### src/rtl/vertex_unpacker_pkg.sv
// vertex_unpacker_pkg
//   Shared definitions for the vertex unpacker:
//     - FSM state encoding (IDLE / FETCH / OUT, 2-bit)
//     - FIFO word slot indices within one vertex (X, Y, Z, W)
//     - ONE_F: IEEE-754 single 1.0, used as w when no w word is streamed
//     - WORDS_PER_VTX / LAST_SLOT: words popped per vertex
//   Configuration macro: VTX_W_EN (defined -> 4 words per vertex incl. w,
//   undefined -> 3 words per vertex, w is the constant ONE_F).
package vertex_unpacker_pkg;

  typedef logic [1:0] state_t;

  localparam state_t ST_IDLE  = 2'd0;
  localparam state_t ST_FETCH = 2'd1;
  localparam state_t ST_OUT   = 2'd2;

  localparam logic [1:0] SLOT_X = 2'd0;
  localparam logic [1:0] SLOT_Y = 2'd1;
  localparam logic [1:0] SLOT_Z = 2'd2;
  localparam logic [1:0] SLOT_W = 2'd3;

  localparam logic [31:0] ONE_F = 32'h3F80_0000;

`ifdef VTX_W_EN
  localparam int unsigned WORDS_PER_VTX = 4;
`else
  localparam int unsigned WORDS_PER_VTX = 3;
`endif

  localparam logic [1:0] LAST_SLOT = 2'(WORDS_PER_VTX - 1);

endpackage

### src/rtl/vertex_unpacker.sv
// vertex_unpacker
//   Pops 32-bit words from a show-ahead FIFO, packs them into vertex records
//   (x, y, z[, w]) and hands each record to the transform engine. Vertices
//   are counted into triangles; the job ends after i_num_tri triangles.
//
//   Handshakes:
//     FIFO side : a word is consumed in any cycle where o_fifo_renable=1
//                 (only in FETCH, only when i_fifo_empty=0).
//     Vertex side: a record transfers in a cycle where o_vtx_valid=1 and
//                 i_vtx_ack=1; while valid and not acked all o_vtx_* hold.
//                 i_vtx_ack is ignored when o_vtx_valid=0.
//
//   Ports:
//     clk, rst_x                 clock, async active-low reset
//     i_start, i_num_tri         job start pulse and triangle count
//     i_fifo_dt, i_fifo_empty    FIFO head word / empty flag
//     o_fifo_renable             FIFO pop (combinational)
//     o_vtx_valid, i_vtx_ack     vertex record handshake
//     o_vtx_x/y/z/w              vertex components
//     o_vtx_idx, o_vtx_last      vertex index in triangle, final vertex flag
//     o_busy, o_done             job in progress, one-cycle end pulse
//     o_tri_count                triangles fully acknowledged
//
//   Configuration macro: VTX_W_EN (w streamed from FIFO when defined,
//   otherwise w is the constant 1.0f and no w register exists).
module vertex_unpacker
  import vertex_unpacker_pkg::*;
#(
  parameter int CNT_W = 16
) (
  input  logic             clk,
  input  logic             rst_x,
  input  logic             i_start,
  input  logic [CNT_W-1:0] i_num_tri,
  input  logic [31:0]      i_fifo_dt,
  input  logic             i_fifo_empty,
  output logic             o_fifo_renable,
  output logic             o_vtx_valid,
  output logic [31:0]      o_vtx_x,
  output logic [31:0]      o_vtx_y,
  output logic [31:0]      o_vtx_z,
  output logic [31:0]      o_vtx_w,
  output logic [1:0]       o_vtx_idx,
  output logic             o_vtx_last,
  input  logic             i_vtx_ack,
  output logic             o_busy,
  output logic             o_done,
  output logic [CNT_W-1:0] o_tri_count
);

  localparam logic [CNT_W-1:0] CNT_ONE = CNT_W'(1);

  state_t           state_q, state_d;
  logic [1:0]       word_idx_q, word_idx_d;
  logic [CNT_W-1:0] remaining_q, remaining_d;
  logic [1:0]       vtx_idx_q, vtx_idx_d;
  logic [CNT_W-1:0] tri_count_q, tri_count_d;
  logic             done_q, done_d;
  logic [31:0]      x_q, x_d;
  logic [31:0]      y_q, y_d;
  logic [31:0]      z_q, z_d;
`ifdef VTX_W_EN
  logic [31:0]      w_q, w_d;
`endif

  logic pop;
  logic last_vtx;

  assign pop            = (state_q == ST_FETCH) && !i_fifo_empty;
  // remaining counts triangles still to finish after the current one.
  assign last_vtx       = (vtx_idx_q == 2'd2) && (remaining_q == '0);

  assign o_fifo_renable = pop;
  assign o_vtx_valid    = (state_q == ST_OUT);
  assign o_busy         = (state_q != ST_IDLE);
  assign o_done         = done_q;
  assign o_vtx_idx      = vtx_idx_q;
  assign o_vtx_last     = last_vtx;
  assign o_tri_count    = tri_count_q;
  assign o_vtx_x        = x_q;
  assign o_vtx_y        = y_q;
  assign o_vtx_z        = z_q;
`ifdef VTX_W_EN
  assign o_vtx_w        = w_q;
`else
  assign o_vtx_w        = ONE_F;
`endif

  always_comb begin
    state_d     = state_q;
    word_idx_d  = word_idx_q;
    remaining_d = remaining_q;
    vtx_idx_d   = vtx_idx_q;
    tri_count_d = tri_count_q;
    done_d      = 1'b0;
    x_d         = x_q;
    y_d         = y_q;
    z_d         = z_q;
`ifdef VTX_W_EN
    w_d         = w_q;
`endif

    case (state_q)
      ST_IDLE: begin
        if (i_start) begin
          tri_count_d = '0;
          if (i_num_tri != '0) begin
            remaining_d = i_num_tri - CNT_ONE;
            word_idx_d  = '0;
            vtx_idx_d   = '0;
            state_d     = ST_FETCH;
          end else begin
            // Empty job: finish immediately without ever going busy.
            done_d = 1'b1;
          end
        end
      end

      ST_FETCH: begin
        if (pop) begin
          case (word_idx_q)
            SLOT_X:  x_d = i_fifo_dt;
            SLOT_Y:  y_d = i_fifo_dt;
            SLOT_Z:  z_d = i_fifo_dt;
`ifdef VTX_W_EN
            SLOT_W:  w_d = i_fifo_dt;
`endif
            default: ;
          endcase
          if (word_idx_q == LAST_SLOT) begin
            state_d = ST_OUT;
          end else begin
            word_idx_d = word_idx_q + 2'd1;
          end
        end
      end

      ST_OUT: begin
        if (i_vtx_ack) begin
          word_idx_d = '0;
          state_d    = ST_FETCH;
          if (vtx_idx_q == 2'd2) begin
            tri_count_d = tri_count_q + CNT_ONE;
            vtx_idx_d   = '0;
            if (last_vtx) begin
              state_d = ST_IDLE;
              done_d  = 1'b1;
            end else begin
              remaining_d = remaining_q - CNT_ONE;
            end
          end else begin
            vtx_idx_d = vtx_idx_q + 2'd1;
          end
        end
      end

      default: state_d = ST_IDLE;
    endcase
  end

  always_ff @(posedge clk or negedge rst_x) begin
    if (!rst_x) begin
      state_q     <= ST_IDLE;
      word_idx_q  <= '0;
      remaining_q <= '0;
      vtx_idx_q   <= '0;
      tri_count_q <= '0;
      done_q      <= 1'b0;
      x_q         <= '0;
      y_q         <= '0;
      z_q         <= '0;
`ifdef VTX_W_EN
      w_q         <= '0;
`endif
    end else begin
      state_q     <= state_d;
      word_idx_q  <= word_idx_d;
      remaining_q <= remaining_d;
      vtx_idx_q   <= vtx_idx_d;
      tri_count_q <= tri_count_d;
      done_q      <= done_d;
      x_q         <= x_d;
      y_q         <= y_d;
      z_q         <= z_d;
`ifdef VTX_W_EN
      w_q         <= w_d;
`endif
    end
  end

endmodule

### config.mk
export PLATFORM = sky130hd
export DESIGN_NAME = vertex_unpacker
export DESIGN_NICKNAME = d
export VERILOG_FILES = /design/src/rtl/vertex_unpacker_pkg.sv /design/src/rtl/vertex_unpacker.sv
export SDC_FILE = /design/constraint.sdc
export NUM_CORES = 1
export LEC_CHECK = 0
export ABC_AREA = 1
export CAP_MARGIN = 10
export CORE_ASPECT_RATIO = 1.75
export CORE_MARGIN = 2
export CORE_UTILIZATION = 44
export CTS_CLUSTER_DIAMETER = 200
export DETAILED_ROUTE_END_ITERATION = 8
export PLACE_DENSITY_LB_ADDON = 0.15
export SLEW_MARGIN = 25
export SYNTH_ARGS = -nofsm -noshare
export SYNTH_HDL_FRONTEND = slang
export SYNTH_SLANG_ARGS = --single-unit
### constraint.sdc
create_clock -name clk -period 3.08 [get_ports clk]
set_clock_uncertainty 0.2 [all_clocks]
set_input_delay 0.462 -clock clk [delete_from_list [all_inputs] [get_ports clk]]
set_output_delay 0.462 -clock clk [all_outputs]
set_load 0.05 [all_outputs]
# ---- Yosys cells after proc, flatten, opt, wreduce, memory -nomap -nowiden
# Cells that the tools add are included.
dict set report totals {
  regBits 135
  input_bits 53
  output_inout_bits 151
  word_cells 78
}
dict set report op_classes {
  addsub 5
  n_eq_ne 13
  mux 33
  reduce_logical 18
}
# cell count
set ops {}
lappend ops {{16-bit 2-to-1 mux} 8}
lappend ops {{16-bit one-hot mux with 2 select lines} 2}
lappend ops {{16-bit by 1-bit subtractor with 16-bit output, second input constant} 2}
lappend ops {{2-bit 2-to-1 mux} 12}
lappend ops {{16-bit by 1-bit adder with 16-bit output, second input constant} 1}
lappend ops {{16-bit logical NOT} 1}
lappend ops {{16-bit nonzero test} 1}
lappend ops {{2-bit one-hot mux with 3 select lines} 2}
lappend ops {{6-bit AND reduction} 2}
lappend ops {{2-bit != test, second input constant} 5}
lappend ops {{3-bit AND reduction} 3}
lappend ops {{4-bit AND reduction} 2}
lappend ops {{1-bit 2-to-1 mux} 7}
lappend ops {{2-bit == test, second input constant} 3}
lappend ops {{2-bit by 1-bit != test with 1-bit output, second input constant} 3}
lappend ops {{5-bit AND reduction} 1}
lappend ops {{2-bit by 1-bit adder with 2-bit output, second input constant} 2}
lappend ops {{2-bit by 1-bit == test with 1-bit output, second input constant} 2}
lappend ops {{2-bit logical NOT} 2}
lappend ops {{2-bit one-hot mux with 2 select lines} 1}
lappend ops {{2-bit nonzero test} 2}
lappend ops {{3-bit nonzero test} 1}
lappend ops {{1-bit logical AND} 2}
lappend ops {{1-bit one-hot mux with 2 select lines} 1}
lappend ops {{1-bit logical NOT} 1}

# ---- Longest topological paths before layout
dict set report logic_depth {
  ltp_word 6
  mapped_depth 13
  mapped_depth_nobuf 12
}

# ---- Least setup slack after synthesis
# No wires, ideal clock.
dict set report synth_path {
  path_kind {reg2reg}
  startpoint {register state_q[1]}
  endpoint {register x_q[10], in the netlist o_vtx_x[10]}
  setup_ns 0.130
  arrival_time_ns 1.969
  required_ns 2.750
  slack_ns 0.781
  stages_incl_launch_ff 6
  n_path_buf 1
  path_cell_list {dfrtp_1 -> nor3_2 -> nand2_1 -> clkbuf_1 -> nand2_1 -> o21ai_0}
}
dict set report synth_between {
  elab_chain_cells 3
}
# item line_no
set synth_rtl {}
lappend synth_rtl {{start, declared} vertex_unpacker.sv:53} ;# state_t state_q, state_d;
lappend synth_rtl {{start signal, assigned} vertex_unpacker.sv:176} ;# state_q <= state_d;
lappend synth_rtl {{2-bit by 1-bit == test with 1-bit output} vertex_unpacker.sv:69} ;# assign pop = (state_q == ST_FETCH) && !i_fifo_empty;
lappend synth_rtl {{1-bit logical AND} vertex_unpacker.sv:69}
lappend synth_rtl {{via o_fifo_renable} vertex_unpacker.sv:37} ;# output logic o_fifo_renable,
lappend synth_rtl {{3-bit AND reduction (no line)} n/a}
lappend synth_rtl {{end signal, assigned} vertex_unpacker.sv:169} ;# x_q <= '0;
lappend synth_rtl {{end signal, assigned} vertex_unpacker.sv:182} ;# x_q <= x_d;
lappend synth_rtl {{end, declared} vertex_unpacker.sv:59} ;# logic [31:0] x_q, x_d;
# The timed path passes the listed nets, and every way through them passes these cells.
# A chain may end at the register's enable or synchronous reset.

# ---- Worst setup path in the final report
dict set report layout_path {
  startpoint {register state_q[0]}
  endpoint {output o_vtx_valid}
}
dict set report layout_between {
  elab_chain_cells 1
}
# item line_no
set layout_rtl {}
lappend layout_rtl {{2-bit == test} vertex_unpacker.sv:74} ;# assign o_vtx_valid = (state_q == ST_OUT);
lappend layout_rtl {{end, declared} vertex_unpacker.sv:38} ;# output logic o_vtx_valid,
# Every way passes these cells.

==> impl_metrics.py <==
metrics = {
    "cells_and_area": {
        "antenna_cells": 0,
        "final_nets": 1016,
        "final_area_mm2": 0.008823,
        "drive_gt1_share_pct": 7.415,
        "area.growth.synth_to_final_pct": 36.67,
    },
    "place": {
        "placed_cell_area_mm2": 0.008219,
        "dp_hpwl_um": 12010,
        "place_ws_ns": 0.4634,
        "gp_congestion": 0.9042,
        "io_buffers": 171,
    },
    "clock_tree": {
        "clkLatencyLatePin_ns": 0.42,
        "root_buffer": "clkbuf_16",
        "clock-sinks": 135,
        "cts_made_buffers": 17,
        "h-tree-depth": 4,
        "cts_setup_buffers": 0,
        "cts_tree": "yes",
        "cts_buffer_depth": 2,
        "path_clk_slew_ns": 0.07,
    },
    "synthesis": {
        "yosysWarnings": 0,
        "avgSynthCellArea_um2": 8.193,
        "synth-main-ff-cell": "dfrtp_1",
        "synth_area_leaders": "dfrtp_1, nand2_1, o21ai_0",
        "async_flop_share_pct": 100.0,
        "yosysSeqAreaShare_pct": 52.33,
        "synth_common_cells": "nand2_1, dfrtp_1, o21ai_0",
        "synth_edf_count": 0,
        "yosys.area.top_type": "dfrtp_1",
        "yosysMostFrequentCell": "nand2_1",
        "synth_top_area_share_pct": 52.33,
        "yosysUniqueCellTypes": 38,
        "ys_ff_latch": 135,
        "netlist_area_mm2": 0.006456,
        "syn_inst": 788,
    },
    "power_and_ir_drop": {
        "p_sw_w": 0.004777,
        "p_comb_share_pct": 50.1,
        "p_sw_share_pct": 48.03,
        "peakVddDrop_v": 0.0006930,
        "cellPowerDensity_mw_per_mm2": 1127,
        "leakage_nw": 4.234,
        "clkPwrFrac_pct": 20.5,
        "power_w": 0.009946,
        "internal_power_w": 0.005169,
        "seqPwrFrac_pct": 29.4,
    },
    "drt": {
        "ant_nets": 0,
        "vias": 5486,
        "avgViaCountPerCell": 4.766,
        "first_pass_iters": 4,
        "drt-initial-drc-count": 217,
        "routed_wl_um": 16730,
        "wire_per_inst_um": 14.53,
        "route.detailed.drc": 0,
    },
    "worst_setup_path": {
        "criticalPathCategory": "register to primary output",
        "cp.arrival_ns": 2.09,
        "cp_max_fo": 13,
        "required_ns": 2.42,
        "r2r-end": "remaining_q[14]",
        "path_buf_inv": 1,
        "crit_chain": "nor2_4 -> clkdlybuf4s50_1",
        "critical_path.top_delay_family": "buffers and inverters",
        "r2r-start": "state_q[0]",
        "regToRegSetupSlack_ns": 0.60,
        "end_kind": "primary output",
        "startpoint_type": "register",
        "cp_slowest_cell": "clkdlybuf4s50_1",
        "startpoint": "state_q[0]",
        "crit_path_max_incr_delay_ns": 0.88,
        "reg2reg_depth": 11,
    },
    "timing": {
        "hold_viol": 0,
        "worst_pin_slew_ns": 0.6357,
        "post-route-period-util_pct": 89.46,
        "fin_hold_ws_ns": 0.1908,
        "grt_setup_unrepaired": "no",
        "setup_tns_ns": 0,
        "min_period_ns": 2.756,
        "maxSlewHeadroom_pct": 57.62,
        "drv_slew": 0,
        "fin_ws_ns": 0.3245,
        "finalSetupViolations": 0,
        "fmax_mhz": 362.9,
    },
    "floorplan": {
        "chipHeight_um": 164.2,
        "core.rowCount": 58,
        "core-area_mm2": 0.01437,
        "fp.dieW_um": 95.57,
        "die-area_mm2": 0.01570,
        "io_pins": 204,
        "start_util_pct": 44.93,
    },
    "global_route": {
        "grt_max_degree": 88,
        "globalRouteTotalUtil_pct": 22.21,
        "grt_pass1_vias": 5464,
        "antenna_found_initial": 0,
        "grt_overflow_total": 0,
        "grt_pass1_wl_um": 27010,
    },
    "min_path": {
        "hold_path_class": "primary input to async pin",
    },
    "status": {
        "status": "complete, no violations",
    },
    "flow_run": {
        "max-cap-violations": 0,
    },
}
## layout by cell type, fill, tap and decap left out, drive strengths merged, types with 10 or more instances in the layout
master         count
clkbuf            18
nand3             37
a21oi             10
nand2            253
o21ai            117
conb              32
nor2              50
inv               89
clkdlybuf4s50    168
buf               11
dfrtp            135
nand4             10
nor3              13
## kinds of logic after synthesis
| logic type | share of synthesized area (%) |
|---|---|
| compound gates | 10.27 |
| other cells | 0.1163 |
| fa+ha+maj | 0.9690 |
| xor+xnor | 1.085 |
| flops | 52.33 |
| simple gates | 24.81 |
| buf+inv | 10.43 |
## worst max-delay path by stage
| stage | end | slack [ns] | depth (start not counted) |
|---|---|---|---|
| finish | o_vtx_valid | 0.32 | 2 |
| global route | o_vtx_valid | 0.27 | 2 |
| CTS | o_vtx_last | 0.02 | 6 |
| detailed placement | o_vtx_last | 0.46 | 5 |
| global placement | o_vtx_last | 0.49 | 6 |
| floorplan | o_vtx_x[10] | 0.78 | 5 |
## cell type report
class,instances,area [µm²]
clock inverters,14,152.6
clock buffers,18,439.2
repair buffers,181,1803
fillers,1238,5545
multi-input cells,543,2525
well taps,180,225.2
flip-flops and latches,135,3378
inverters,80,300.3
## repair_timing
action,in CTS,in global routing
hold buffers,1,0
gates resized for setup,0,1
endpoints found under the setup margin,0,1
endpoints found under the hold margin,92,0
## metrics by stage
stage,util [%],std cells
2_1_floorplan,-,818
3_3_place_gp,57.20,1118
3_5_place_dp,57.20,1118
4_1_cts,61.39,1151
5_1_grt,61.41,1151
6_report,61.41,1151
## layer usage
layer  GRT usage [%]  wire [µm]  vias up
met5               0          0        -
met4           8.052        400        0
met3           6.514       1030       29
met2           39.70       8903      156
met1           24.43       6393     2528
li1                -          -     2773
## flip-flops by register name, indices dropped and copies added (netlist names)
signal / flops
o_tri_count: 16
o_vtx_idx: 2
o_done: 1
remaining_q: 16
state_q: 2
o_vtx_y: 32
word_idx_q: 2
o_vtx_x: 32
o_vtx_z: 32
## worst register-to-register path, delay by kind of cell (launching register included)
kind / cells / cell delay (ns)
adder cells (fa/ha/maj): 1 / 0.27
AO/OA/AOI/OAI: 1 / 0.28
AND/OR/NAND/NOR: 8 / 0.94
flip-flops: 1 / 0.44
buffers and inverters: 1 / 0.27
## power by group through the flow
stage / logic [W] / registers (W) / clock network, W
2_1_floorplan: 0.00132 / 0.00493 / 0
3_3_place_gp: 0.00498 / 0.00292 / 0
3_5_place_dp: 0.00502 / 0.00293 / 0
4_1_cts: 0.00504 / 0.00292 / 0.00208
5_1_grt: 0.00533 / 0.00301 / 0.00216
6_report: 0.00499 / 0.00292 / 0.00204
Note: power is estimated with default switching activity, not from simulation.
